<file path="config.mk">
export PLATFORM = sky130hd
export DESIGN_NAME = elapsed_seconds_timer
export DESIGN_NICKNAME = d
export VERILOG_FILES = /design/src/rtl/timer_pkg.sv /design/src/rtl/rise_detect.sv /design/src/rtl/elapsed_seconds_timer.sv
export SDC_FILE = /design/constraint.sdc
export NUM_CORES = 1
export LEC_CHECK = 0
export ABC_AREA = 1
export CORE_MARGIN = 2
export CORE_UTILIZATION = 50
export DETAILED_ROUTE_END_ITERATION = 10
export PLACE_DENSITY = 0.85
export SYNTH_ARGS = -nofsm -noshare
export SYNTH_HDL_FRONTEND = slang
export SYNTH_SLANG_ARGS = --single-unit
</file>
<file path="constraint.sdc">
create_clock -name clk -period 1.5 [get_ports clk]
set_input_delay 0.375 -clock clk [delete_from_list [all_inputs] [get_ports clk]]
set_output_delay 0.375 -clock clk [all_outputs]
set_load 0.005 [all_outputs]
</file>
<file path="src/rtl/timer_pkg.sv">
// Shared types and constants for the elapsed-seconds timer.
package timer_pkg;

    localparam int unsigned SECONDS_PER_DAY = 86400;

    typedef enum logic [1:0] {
        IDLE    = 2'd0,
        RUNNING = 2'd1,
        PAUSED  = 2'd2
    } state_e;

endpackage

</file>
<file path="src/rtl/rise_detect.sv">
// Rising-edge detector: one-cycle request per low-to-high transition of a level input.
module rise_detect (
    input  logic clk,
    input  logic resetn,
    input  logic in,
    output logic pulse
);

    logic in_q;

    // Remember last cycle's level so a held input only requests once
    always_ff @(posedge clk) begin
        if (!resetn) begin
            in_q <= 1'b0;
        end else begin
            in_q <= in;
        end
    end

    assign pulse = in & ~in_q;

endmodule

</file>
<file path="src/rtl/elapsed_seconds_timer.sv">
// Run/pause/clear seconds counter driven by a clock prescaler, wrapping once a day,
// with a one-shot timestamp of the first event after each clear.
module elapsed_seconds_timer
    import timer_pkg::*;
#(
    parameter int unsigned CLK_FREQ_HZ = 50_000_000,
    parameter int unsigned MAX_SECONDS = SECONDS_PER_DAY - 1
) (
    input  logic        clk,
    input  logic        resetn,
    input  logic        start,
    input  logic        stop,
    input  logic        clear,
    input  logic        event_in,
    output logic [31:0] total_seconds_elapsed,
    output logic        running,
    output logic        sec_tick,
    output logic        wrap,
    output logic [31:0] event_time,
    output logic        event_valid
);

    localparam int unsigned PRES_W = (CLK_FREQ_HZ > 1) ? $clog2(CLK_FREQ_HZ) : 1;
    localparam logic [PRES_W-1:0] PRES_TC = PRES_W'(CLK_FREQ_HZ - 1);
    localparam logic [31:0] COUNT_MAX = 32'(MAX_SECONDS);

    logic start_req, stop_req, clear_req, event_req;

    state_e            state_q, state_d;
    logic [PRES_W-1:0] pres_q, pres_d;
    logic [31:0]       count_q, count_d;
    logic [31:0]       evt_q, evt_d;
    logic              evv_q, evv_d;
    logic              tick_q, tick_d;
    logic              wrap_q, wrap_d;
    logic              running_q;

    rise_detect u_rise_start (.clk(clk), .resetn(resetn), .in(start),    .pulse(start_req));
    rise_detect u_rise_stop  (.clk(clk), .resetn(resetn), .in(stop),     .pulse(stop_req));
    rise_detect u_rise_clear (.clk(clk), .resetn(resetn), .in(clear),    .pulse(clear_req));
    rise_detect u_rise_event (.clk(clk), .resetn(resetn), .in(event_in), .pulse(event_req));

    // Next-state: request priority clear > stop > start, prescaler/count advance, event capture
    always_comb begin
        state_d = state_q;
        pres_d  = pres_q;
        count_d = count_q;
        evt_d   = evt_q;
        evv_d   = evv_q;
        tick_d  = 1'b0;
        wrap_d  = 1'b0;

        if (clear_req) begin
            state_d = IDLE;
            pres_d  = '0;
            count_d = '0;
            evt_d   = '0;
            evv_d   = 1'b0;
        end else begin
            // Capture uses the pre-increment count
            if (event_req && !evv_q && (state_q != IDLE)) begin
                evt_d = count_q;
                evv_d = 1'b1;
            end

            unique case (state_q)
                IDLE: begin
                    if (start_req && !stop_req) begin
                        state_d = RUNNING;
                        pres_d  = '0;
                    end
                end
                RUNNING: begin
                    if (stop_req) begin
                        state_d = PAUSED;
                    end else if (pres_q == PRES_TC) begin
                        pres_d = '0;
                        tick_d = 1'b1;
                        if (count_q == COUNT_MAX) begin
                            count_d = '0;
                            wrap_d  = 1'b1;
                        end else begin
                            count_d = count_q + 32'd1;
                        end
                    end else begin
                        pres_d = pres_q + PRES_W'(1);
                    end
                end
                PAUSED: begin
                    // Prescaler is kept so a partial second resumes
                    if (start_req && !stop_req) begin
                        state_d = RUNNING;
                    end
                end
                default: begin
                    state_d = IDLE;
                end
            endcase
        end
    end

    // State and output registers with synchronous active-low reset
    always_ff @(posedge clk) begin
        if (!resetn) begin
            state_q   <= IDLE;
            pres_q    <= '0;
            count_q   <= '0;
            evt_q     <= '0;
            evv_q     <= 1'b0;
            tick_q    <= 1'b0;
            wrap_q    <= 1'b0;
            running_q <= 1'b0;
        end else begin
            state_q   <= state_d;
            pres_q    <= pres_d;
            count_q   <= count_d;
            evt_q     <= evt_d;
            evv_q     <= evv_d;
            tick_q    <= tick_d;
            wrap_q    <= wrap_d;
            running_q <= (state_d == RUNNING);
        end
    end

    assign total_seconds_elapsed = count_q;
    assign running               = running_q;
    assign sec_tick              = tick_q;
    assign wrap                  = wrap_q;
    assign event_time            = evt_q;
    assign event_valid           = evv_q;

endmodule

</file>
==> metrics, run 1 <==
GP Congestion=0.985; Top FF cell, synth=dfxtp_1; GR Util All Layers=64.7%; Synth Warn #=0; worst ep type=register input; Async SR Flop Fraction=0%; grt ovf=3; IO buf count=73; height of the die=108 um; clk sinks=100; register area share after synthesis=37.0%; GRT worst endpoint=total_seconds_elapsed[14]$_SDFFE_PP0P_/D; status=stopped before the end; pin count of the biggest net entering global routing=45; die width=108 um; I/O pins=74; Stop stage=global routing; CTS H-tree lvls=3; # hold bufs at CTS=0; syn nets=870; #FFs+latches synth=100; Starting Density=51.9%; Synth Instances=862; CTS Buffer Depth=2; pre-CTS WS=-0.496 ns; Final HPWL DP=12,800 um; Synth cell types=37; Post-synth EDFFs=0; CTS root buf=clkbuf_8; syn_area_per_cell=6.27 sq um; num rows=37; Err=[ERROR GRT-0232] Routing congestion too high. Check the congestion heatmap in the GUI.; Synth Cell Area=5410 sq um; CTS buffer count=9
## cells in the mapped netlist (2+ instances only)
library cell / n / share of area [%]
nand3b_1: 3 / 0.42
buf_1: 3 / 0.21
o21ai_1: 4 / 0.37
a21oi_1: 63 / 5.8
a31o_2: 2 / 0.32
nand4_1: 18 / 2.1
xor2_1: 16 / 2.6
nor2_4: 6 / 1.2
nor3_1: 9 / 0.83
inv_1: 85 / 5.9
buf_4: 5 / 0.69
inv_2: 4 / 0.28
nand3_1: 45 / 4.2
o21ai_0: 40 / 3.7
nor2_1: 160 / 11
nand2_1: 254 / 18
nand2_2: 3 / 0.35
ha_1: 2 / 0.46
buf_2: 6 / 0.56
nor2_2: 5 / 0.58
nand3_2: 3 / 0.56
dfxtp_1: 100 / 37
clkbuf_1: 12 / 0.83
## metal layers
metal | overflow | GRT usage [%]
met1 | 0 | 68.1
met2 | 2 | 84.1
met3 | 0 | 43.9
met4 | 1 | 60.1
met5 | 0 | 7.59
## per-stage QoR
step / cell area (sq um) / utilization (%) / hold WS [ns] / instances
detailed placement: 7430 / 71.4 / 0.477 / 1194
CTS: 8650 / 83.0 / 0.356 / 1259
floorplan: 5460 / - / 0.461 / 862
global placement: 7430 / 71.4 / 0.461 / 1194
## cells by family after synthesis
family	Yosys count	synth area share [%]
adders and majority gates	2	0.463
buffers and inverters	118	8.75
and+or+nand+nor	512	40.2
AOI/OAI and AO/OA	113	10.8
DFF	100	37.0
xor gates and xnor gates	17	2.75
## what timing repair did
action / CTS
endpoints found under the hold margin: 0
cloned: 6
buffers inserted: 45
gates resized for setup: 284
pin swaps: 49
setup endpoints to repair: 126
==> run 2: changes to the inputs <==
--- a/config.mk
+++ b/config.mk
@@ -7,9 +7,9 @@
 export LEC_CHECK = 0
 export ABC_AREA = 1
 export CORE_MARGIN = 2
-export CORE_UTILIZATION = 50
+export CORE_UTILIZATION = 35
 export DETAILED_ROUTE_END_ITERATION = 10
-export PLACE_DENSITY = 0.85
+export PLACE_DENSITY_LB_ADDON = 0.15
 export SYNTH_ARGS = -nofsm -noshare
 export SYNTH_HDL_FRONTEND = slang
 export SYNTH_SLANG_ARGS = --single-unit
==> constraint.sdc (replaced) <==
create_clock -name clk -period 2 [get_ports clk]
set_input_delay 0.5 -clock clk [delete_from_list [all_inputs] [get_ports clk]]
set_output_delay 0.5 -clock clk [all_outputs]
set_load 0.005 [all_outputs]
==> metrics, run 2 <==
status=finished, final reports clean; Cell Chain, Critical Path=clkdlybuf4s50_1; Final Hold Violating Endpoints=0; most instantiated cells after synthesis=nand2_1 (254), nor2_1 (160), dfxtp_1 (100); CP max stage cell=clkdlybuf4s50_1; Slew headroom=67.5%; main area contributors after synthesis=dfxtp_1 (37%), nand2_1 (18%), nor2_1 (11%); Slew Viols, Final=0; DRT iter0 DRCs=440; Synth Warn #=0; Yosys top cell by area=dfxtp_1; num rows=45; Post-synth EDFFs=0; critical path launch point type=register; GR Util All Layers=20.5%; syn_area_per_cell=6.27 sq um; Pre-antenna DRT Iters=5; die area=16,500 sq um; #FFs+latches synth=100; IO buf count=73; pin count of the biggest net entering global routing=56; Async SR Flop Fraction=0%; critical path launch point=total_seconds_elapsed[28]; final setup vio count=0; RSZ-0062 raised after global routing=no; RR Startpoint=pres_q[1]; Synth Cell Area=5410 sq um; crit path kind=register to output pin; ant diodes=0; CTS buffer count=9; crit path capture type=output pin; synthesis-to-layout area growth=28.7%; Wirelength per Cell=14.3 um; top-count cell post-synth=nand2_1; Critical Path RT=1.50 ns; initial antenna violation count=0; syn nets=870; post-synth top area share=37.0%; Lkg Pwr=2.69 nW; Top Family by Delay on Critical Path=buffers and inverters; commonest cells after routing, fill and taps aside=nand2_1 (254), nor2_1 (159), dfxtp_1 (93); Worst Hold Launch=event_valid; WHS=0.483 ns; I/O pins=74; clk sinks=100; Critical Path Max Stage Delay=0.57 ns; fmax=0.522 GHz; ratio of cells with drive above 1 in the final layout=9.72%; first-pass GRT wire length=26,500 um; register area share after synthesis=37.0%; routed wire length=16,500 um; worst vdd ir=548 uV; slew at the pin with the worst max-slew slack=0.485 ns; pre-CTS WS=-0.0930 ns; Synth Instances=862; vias in the first global route=5,085; minimum clock period=1.92 ns; Max Clock Skew=0.0108 ns; Top FF cell, synth=dfxtp_1; Nets=970; Remaining DRCs=0; final setup TNS=0 ns; CTS H-tree lvls=3; Worst Path Max Fanout=8; core footprint=15,100 sq um; Final HPWL DP=12,600 um; GP Congestion=0.913; CTS tree=built; height of the die=128 um; worst-skew pair later-pin latency=0.36 ns; worst setup margin=0.0841 ns; fin crit share=95.8%; post-route antenna net violation count=0; fillcell total=1,585; most common cell after layout, fill and taps aside=nand2_1; Synth cell types=37; Vias/cell=4.89; max_cap viols=0; CTS root buf=clkbuf_16; hold crit path type=register to register; Setup Fix Bufs, Post-CTS=0; grt ovf=0; Buf/Inv on CP=1; via count=5,647; CTS Buffer Depth=2; CTS clock-pin slew for the worst setup and hold paths=0.07 ns; Crit path arrival time=1.42 ns; die width=128 um; Pwr Density=589 nW/um^2; Starting Density=35.7%
## run 2: cell counts after synthesis
No cell type changed its count.
## run 2: metrics by stage
step                      power (mW)  util (%)  instances  area [sq um]
final                           4.10      45.9       1155          6960
after global routing            4.27      45.9       1155          6960
after CTS                       4.15      45.8       1155          6940
after detailed placement        2.31      43.8       1139          6630
after global placement          2.31      43.8       1139          6630
after floorplan                 2.18         -        862          5410
## run 2: power breakdown
group / switching (mW) / leakage, nW / internal [mW] / total [mW]
Clock: 0.849 / 0.152 / 0.994 / 1.84
Sequential: 0.0105 / 0.811 / 2.01 / 2.02
Combinational: 0.134 / 1.72 / 0.106 / 0.240
## run 2: worst paths after layout
kind / to / slack, ns / cells past startpoint
min reg2reg: event_valid / 0.48 / 2
max reg2reg: total_seconds_elapsed[3] / 0.21 / 13
max: total_seconds_elapsed[28] / 0.08 / 1
min: event_valid / 0.48 / 2
## run 2: kinds of logic (layout without fill, tap and decap cells)
logic type | after synthesis | after routing | synth area share, %
flip-flops | 100 | 100 | 37.0
adder cells (fa/ha/maj) | 2 | 2 | 0.463
AND/OR/NAND/NOR | 512 | 512 | 40.2
buffers and inverters | 118 | 223 | 8.75
XOR/XNOR | 17 | 17 | 2.75
AO/OA/AOI/OAI | 113 | 113 | 10.8
## run 2: layout make-up
class | count | area [sq um] | area share (%)
clock inverter | 7 | 85.1 | 1.22
clock buffer | 9 | 225 | 3.24
timing repair buffer | 116 | 1120 | 16.0
tap | 188 | 235 | 3.38
sequential | 100 | 2010 | 28.9
inverter | 91 | 344 | 4.94
multi-input combinational | 644 | 2940 | 42.3
## run 2: repair_timing
action                     CTS  global route
resized for setup            3             7
hold buffers                 0             0
setup endpoints to repair    3            19
cloned                       0             0
## run 2: per-layer routing
layer  vias to the layer above  wire length (um)  global-route usage, %
met4                         0               153                   4.78
met2                       164              7080                   30.8
met1                      2549              8190                   29.7
li1                       2922                 -                      -
met3                        12              1080                   4.80
met5                         -                 0                      0
No activity file was read; power rests on OpenSTA's default activity.
==> run 3: changes to the inputs <==
--- a/config.mk
+++ b/config.mk
@@ -9,7 +9,7 @@
 export CORE_MARGIN = 2
 export CORE_UTILIZATION = 35
 export DETAILED_ROUTE_END_ITERATION = 10
-export PLACE_DENSITY_LB_ADDON = 0.15
+export PLACE_DENSITY_LB_ADDON = 0.3
 export SYNTH_ARGS = -nofsm -noshare
 export SYNTH_HDL_FRONTEND = slang
 export SYNTH_SLANG_ARGS = --single-unit
==> constraint.sdc (replaced) <==
create_clock -name clk -period 2 [get_ports clk]
set_input_delay 0.5 -clock clk [delete_from_list [all_inputs] [get_ports clk]]
set_output_delay 0.5 -clock clk [all_outputs]
set_load 0.05 [all_outputs]
==> metrics, run 3 (synthesis gave the netlist of run 2 again) <==
status=finished, final reports clean; Nets=968; Slew headroom=65.7%; DRT iter0 DRCs=402; Vias/cell=4.88; most common cell after layout, fill and taps aside=nand2_1; Crit path arrival time=2.12 ns; vias in the first global route=5,077; pin count of the biggest net entering global routing=56; CTS root buf=clkbuf_16; critical path launch point type=register; pre-CTS WS=-0.0830 ns; # hold bufs at CTS=0; WHS=0.476 ns; Max Clock Skew=0.0163 ns; crit path kind=register to register; ant diodes=0; max_cap viols=0; first-pass GRT wire length=26,600 um; ratio of cells with drive above 1 in the final layout=14.6%; grt ovf=0; Buf/Inv on CP=2; slew at the pin with the worst max-slew slack=0.514 ns; Cell Chain, Critical Path=ha_1, nand2_1, nor2_2, nand2_2, inv_2, nand2_2, nor2_4, buf_12, nor2_1, o21ai_0, a21oi_1; fin crit share=91.5%; core footprint=15,100 sq um; via count=5,629; worst setup margin=0.169 ns; GR Util All Layers=20.5%; Pwr Density=601 nW/um^2; Critical Path RT=2.29 ns; worst-skew pair later-pin latency=0.36 ns; num rows=45; commonest cells after routing, fill and taps aside=nand2_1 (254), nor2_1 (160), dfxtp_1 (100); minimum clock period=1.83 ns; CTS tree=built; CP max stage cell=dfxtp_1; Critical Path Max Stage Delay=0.34 ns; IO buf count=73; Wirelength per Cell=14.4 um; fmax=0.546 GHz; hold crit path type=register to register; final setup vio count=0; post-route antenna net violation count=0; Final HPWL DP=12,400 um; Remaining DRCs=0; Top Family by Delay on Critical Path=simple AND/OR/NAND/NOR gates; Worst Path Max Fanout=9; GP Congestion=0.940; I/O pins=74; crit path capture type=register; routed wire length=16,600 um; die width=128 um; height of the die=128 um; initial antenna violation count=0; synthesis-to-layout area growth=26.0%; Lkg Pwr=2.91 nW; CTS Buffer Depth=2; Final Hold Violating Endpoints=0; Slew Viols, Final=0; CTS H-tree lvls=3; RSZ-0062 raised after global routing=no; Pre-antenna DRT Iters=5; die area=16,500 sq um; CTS buffer count=9; CTS clock-pin slew for the worst setup and hold paths=0.07 ns; clk sinks=100; Starting Density=35.7%; worst vdd ir=427 uV; Critical Path Most Common Cell=nand2_2
[run 3: cell types whose count changed in the layout (fill, tap and decap cells not counted), sizes merged, moves of 2 or more]
cell | before | now
dlymetal6s2s | 0 | 5
clkdlybuf4s50 | 73 | 5
clkinv | 5 | 3
clkinvlp | 0 | 2
dlygate4sd2 | 0 | 5
buf | 43 | 99
[run 3: path summary, 6_finish.rpt]
kind         slack (ns)          end   startpoint  cells past startpoint
min                0.48  event_valid  event_valid                      2
max reg2reg        0.17   pres_q[17]    pres_q[0]                     11
min reg2reg        0.48  event_valid  event_valid                      2
max                0.17   pres_q[17]    pres_q[0]                     11
[run 3: through the flow]
| step | power (mW) | setup TNS (ns) | instance area, sq um | util, % | instances |
|---|---|---|---|---|---|
| finish | 4.09 | 0 | 6810 | 45.0 | 1153 |
| CTS | 4.12 | 0 | 6790 | 44.8 | 1153 |
| floorplan | 2.23 | 0 | 5410 | - | 862 |
| global route | 4.23 | 0 | 6810 | 45.0 | 1153 |
| global placement | 2.34 | -0.0694 | 6500 | 42.9 | 1137 |
| detailed placement | 2.35 | -0.658 | 6500 | 42.9 | 1137 |
[run 3: power breakdown]
part / switching [mW] / total (mW) / leakage (nW) / internal, mW
clock network: 0.823 / 1.80 / 0.139 / 0.972
logic: 0.181 / 0.278 / 1.96 / 0.0972
registers: 0.0112 / 2.02 / 0.807 / 2.01
[run 3: what timing repair did]
item / in CTS / in global routing
endpoints found under the hold margin: 0 / 0
cloned: 0 / 0
gates resized for setup: 5 / 6
endpoints found under the setup margin: 5 / 8
buffers inserted: 0 / 0
[run 3: metal layers]
layer / global-route usage (%) / routed length, um / up-vias
li1: - / - / 2919
met1: 30.3 / 8210 / 2518
met2: 31.0 / 7160 / 172
met3: 2.71 / 936 / 20
met4: 6.53 / 252 / 0
met5: 0 / 0 / -
[run 3: tightest hold or removal path, stage by stage, from the launching register on]
cell and delay (ns):
dfxtp_1 0.31, inv_1 0.06, a21oi_1 0.06
[run 3: layout make-up]
class / instances / area, sq um
Fill cell: 1604 / 8340
Multi-Input combinational cell: 644 / 2940
Sequential cell: 100 / 2000
Timing Repair Buffer: 114 / 1000
Inverter: 91 / 344
Tap cell: 188 / 235
Clock buffer: 10 / 229
Clock inverter: 6 / 63.8
==> RTL change 1, RTL diff (flow settings as in run 2) <==
`CLK_FREQ_HZ`: 50_000_000 -> 200_000_000.
--- a/src/rtl/elapsed_seconds_timer.sv
+++ b/src/rtl/elapsed_seconds_timer.sv
@@ -3,7 +3,7 @@
 module elapsed_seconds_timer
     import timer_pkg::*;
 #(
-    parameter int unsigned CLK_FREQ_HZ = 50_000_000,
+    parameter int unsigned CLK_FREQ_HZ = 200_000_000,
     parameter int unsigned MAX_SECONDS = SECONDS_PER_DAY - 1
 ) (
     input  logic        clk,
Function: same outputs for any inputs over 10 cycles, from zero or initial values and one cycle with resetn low; that may be too few to reach the edited logic, so the function may still have changed.
==> RTL change 1 against run 2 <==
  * Sequential cell count grew 2
  * Wire length down 3.8%
  * Hold slack worse by 0.0070 ns
  * Design area down 1.2%
  * Combinational power shrank 12%
  * Synthesized cell count is 2.7% lower
  * Final cell count decreased by 2.1%
  * Setup slack got worse by 0.027 ns
  * Die area is 0.62% lower
  * First-iteration DRC count fell by 23%
  * Area after synthesis is 0.65% lower
  * Total power fell by 1.0%
==> RTL change 1: results (changes against run 2) <==
Slowest cell on crit path=clkdlybuf4s50_1; layout cells sized above 1=0.109 (+0.0120); Critical Path AT=1.44 ns (+0.02 ns); vias=5,395 (-4.5%); Reg2Reg Depth=10 (-3); vias in the first global route=5,052 (-0.65%); Post-Place Cell Area=6500 sq um (-1.9%); drt pass-1 iters=6 (+1); Mapped Nets=847 (-2.6%); GPL Wtd Cong=0.940 (+2.9%); pre-CTS WS=-0.126 ns (-0.0333 ns); clk_skew=0.0116 ns (+0.000795 ns); CP max FO=7 (-1); final hold slack=0.476 ns (-0.00701 ns); synth top area cells=dfxtp_1, nand2_1, nor2_1, inv_1, a21oi_1; DP HPWL=11.8 mm (-6.3%); number of library cell types mapped by synthesis=31 (-16%); largest net degree at the start of global routing=38 (-32%); Pleak=2.54 nW (-5.6%); peak per-stage delay on the critical path=0.57 ns (about the same); Skew-Pair Late Insertion Delay=0.36 ns (about the same); clock buffer depth=2 (unchanged); VDD IR max=491 uV (-11%); net total in the final layout=946 (-2.5%); clock root cell=clkbuf_16; global-route wire length before repair=25.5 mm (-3.6%); Post-synth top cells=nand2_1, nor2_1, dfxtp_1; register area share after synthesis=0.380 (+0.00987); Total GRT Usage=0.199 (-0.00630); final wirelength=15.9 mm (-3.8%); 1st-iter DRT viols=337 (-23%); Worst Tran Pin Value=0.363 ns (-0.122 ns); run status=finished clean
-- RTL change 1: layout make-up --
class,count,area [sq um]
clock inverters,6,61.3
clock buffers,10,239
well taps,188,235
repair buffers,109,1080
fillers,1586,8220
flip-flops and latches,102,2050
inverters,102,385
multi-input cells,614,2830
-- RTL change 1: stage by stage --
step           TNS [ns]   util  std cells  power (mW)
4_1_cts               0  0.451       1128        4.12
3_5_place_dp      -1.93  0.431       1112        2.32
6_report              0  0.455       1131        4.06
2_1_floorplan         0      -        839        2.22
5_1_grt               0  0.455       1131        4.22
3_3_place_gp      -1.61  0.431       1112        2.32
-- RTL change 1: what timing repair did --
| item | in CTS | in global routing |
|---|---|---|
| gates resized for setup | 2 | 5 |
| endpoints found under the hold margin | 0 | 0 |
| pin swaps | 0 | 2 |
| cloned | 0 | 1 |
| setup buffers | 0 | 2 |
| endpoints found under the setup margin | 2 | 27 |
-- RTL change 1: tightest hold or removal path, cell delays in order, from the launching register on --
cell and delay [ns]:
dfxtp_1 0.31, inv_1 0.06, a21oi_1 0.06
-- RTL change 1: final timing paths --
path / slack, ns / start / endpoint
worst min register to register: 0.48 / event_valid$_SDFFE_PP0P_ / event_valid$_SDFFE_PP0P_
worst min-delay path: 0.48 / event_valid$_SDFFE_PP0P_ / event_valid$_SDFFE_PP0P_
worst max-delay path: 0.06 / total_seconds_elapsed[16]$_SDFFE_PP0P_ / total_seconds_elapsed[16]
worst max register to register: 0.19 / total_seconds_elapsed[0]$_SDFFE_PP0P_ / total_seconds_elapsed[0]$_SDFFE_PP0P_
-- RTL change 1: per-layer routing --
metal,vias to the layer above,track usage,wire length (um),part of all wire
met1,2414,0.255,7270,0.46
met5,-,0,0,0
li1,2832,-,-,-
met4,0,0.0666,389,0.024
met3,25,0.0488,714,0.045
met2,124,0.328,7510,0.47
-- RTL change 1: kinds of logic after synthesis --
| logic type | Yosys count | share of synthesized area |
|---|---|---|
| xor+xnor | 18 | 0.0294 |
| simple gates | 478 | 0.376 |
| compound gates | 115 | 0.112 |
| flops | 102 | 0.380 |
| buf+inv | 124 | 0.0976 |
| fa+ha+maj | 2 | 0.00466 |
-- RTL change 1: report_power, final --
part	switching (mW)	total [mW]	internal, mW
logic	0.122	0.211	0.0882
registers	0.00974	2.06	2.05
clock network	0.881	1.79	0.911
total	1.01	4.06	3.05
==> RTL change 2, RTL diff (flow settings as in run 2) <==
Without the edit above. The 3 states of `state_e` get a one-hot encoding in 3 bits.
--- a/src/rtl/timer_pkg.sv
+++ b/src/rtl/timer_pkg.sv
@@ -3,10 +3,10 @@
 
     localparam int unsigned SECONDS_PER_DAY = 86400;
 
-    typedef enum logic [1:0] {
-        IDLE    = 2'd0,
-        RUNNING = 2'd1,
-        PAUSED  = 2'd2
+    typedef enum logic [2:0] {
+        IDLE    = 3'b001,
+        RUNNING = 3'b010,
+        PAUSED  = 3'b100
     } state_e;
 
 endpackage
Formal check against the unedited RTL: same outputs for any inputs over 10 cycles, from zero or initial values and one cycle with resetn low; not proved beyond that.
==> RTL change 2 against run 2 <==
  * Hold slack improved by 0.0037 ns
  * Sequential cell count increased by 1
  * Utilization decreased by 1.1 points
  * Area after synthesis increased by 0.53%
  * Wire length decreased by 4.9%
  * Die area increased by 0.52%
  * Largest power group unchanged
  * Setup slack got worse by 0.033 ns
  * Design area decreased by 2.1%
  * Total power decreased by 3.8%
  * Largest cell class unchanged
==> RTL change 2: results (changes against run 2) <==
Reg2Reg Depth=10 (-3); register area share after synthesis=0.372 (+0.00172); number of library cell types mapped by synthesis=30 (-19%); peak per-stage delay on the critical path=0.50 ns (-0.07 ns); Resize count post-CTS=0 (-3); Routed met1 length=8.30 mm (+1.3%); Mapped Nets=878 (+0.92%); GR Util met1=0.297 (about the same); net total in the final layout=965 (-0.52%); CP max FO=5 (-3); Cell Count Post-Placement=1,134 (-0.44%); VDD IR max=353 uV (-36%); Seq power=2.06 mW (+2%); Global Route met3 Usage=0.0399 (-0.00808); synth top area cells=dfxtp_1, nand2_1, nor2_1, inv_1, a21oi_1; GPL Wtd Cong=0.949 (+3.9%); 1st-iter DRT viols=322 (-27%); Met2 Wirelength=6.42 mm (-9.2%); r2r startpoint=total_seconds_elapsed[0]$_SDFFE_PP0P_; DP HPWL=11.6 mm (-7.4%); Logic pwr share=0.069 (+0.011); WL/cell=13.7 um (-4.3%); layout cells sized above 1=0.0667 (-0.0305); clk_skew=0.0107 ns (-0.0000362 ns); Total GRT Usage=0.198 (-0.00714); pre-CTS WS=-0.135 ns (-0.0420 ns); CP startpoint=total_seconds_elapsed[5]$_SDFFE_PP0P_; Worst Tran Pin Value=0.500 ns (+0.0151 ns); ant diodes=0 (unchanged); met2 GRT Util=0.283 (-0.0257); Synth Instances=870 (+0.93%); Final WS setup=0.0515 ns (-0.0326 ns); vias in the first global route=5,009 (-1.5%); global-route wire length before repair=26.0 mm (-2.0%); vias=5,483 (-2.9%); Post-synth top cells=nand2_1, nor2_1, inv_1; CP endpoint=total_seconds_elapsed[5]; Worst Hold Class=flip-flop to flip-flop; Critical Path AT=1.45 ns (+0.03 ns); final wirelength=15.7 mm (-4.9%); Post-Place Cell Area=6560 sq um (-1.1%); run status=finished clean; reg-to-reg setup timing slack=0.17 ns (-0.04 ns); WL met3=785 um (-27%); largest net degree at the start of global routing=42 (-25%); Pleak=2.59 nW (-3.5%); RR Endpoint=total_seconds_elapsed[16]$_SDFFE_PP0P_; P_int=3.00 mW (-3.6%)
RTL change 2: per-stage QoR:
step	total power, mW	hold WS, ns
after detailed placement	2.38	0.482
after CTS	4.00	0.498
final	3.95	0.487
after global routing	4.11	0.539
after global placement	2.38	0.474
after floorplan	2.24	0.467
RTL change 2: cell type report:
type | instances | area [sq um]
fillers | 1646 | 8390
multi-input cells | 632 | 2840
flip-flops and latches | 101 | 2020
repair buffers | 104 | 1050
inverters | 109 | 409
well taps | 188 | 235
clock buffers | 10 | 229
clock inverters | 4 | 27.5
RTL change 2: worst register-to-register path, delay by kind of cell, from the launching register on:
family          cells  cell delay [ns]
compound gates      2             0.24
fa+ha+maj           1             0.30
buf+inv             2             0.26
flops               1             0.33
simple gates        5             0.64
RTL change 2: how the worst min path moves through the flow:
stage          slack [ns]                  startpoint                          to  cells after the start
3_3_place_gp         0.47  event_time[1]$_SDFFE_PP0P_  event_time[1]$_SDFFE_PP0P_                      2
4_1_cts              0.50  event_time[1]$_SDFFE_PP0P_  event_time[1]$_SDFFE_PP0P_                      2
3_5_place_dp         0.48  event_time[1]$_SDFFE_PP0P_  event_time[1]$_SDFFE_PP0P_                      2
6_report             0.49  event_time[1]$_SDFFE_PP0P_  event_time[1]$_SDFFE_PP0P_                      2
2_1_floorplan        0.47      pres_q[0]$_SDFFE_PP0P_      pres_q[0]$_SDFFE_PP0P_                      2
5_1_grt              0.54  event_time[1]$_SDFFE_PP0P_  event_time[1]$_SDFFE_PP0P_                      2
RTL change 2: cells by family after synthesis:
group / synth area share
XOR/XNOR: 0.0338
buffers and inverters: 0.106
adder cells (fa/ha/maj): 0.00460
AND/OR/NAND/NOR: 0.370
flip-flops: 0.372
AO/OA/AOI/OAI: 0.112
multiplexers: 0.00184
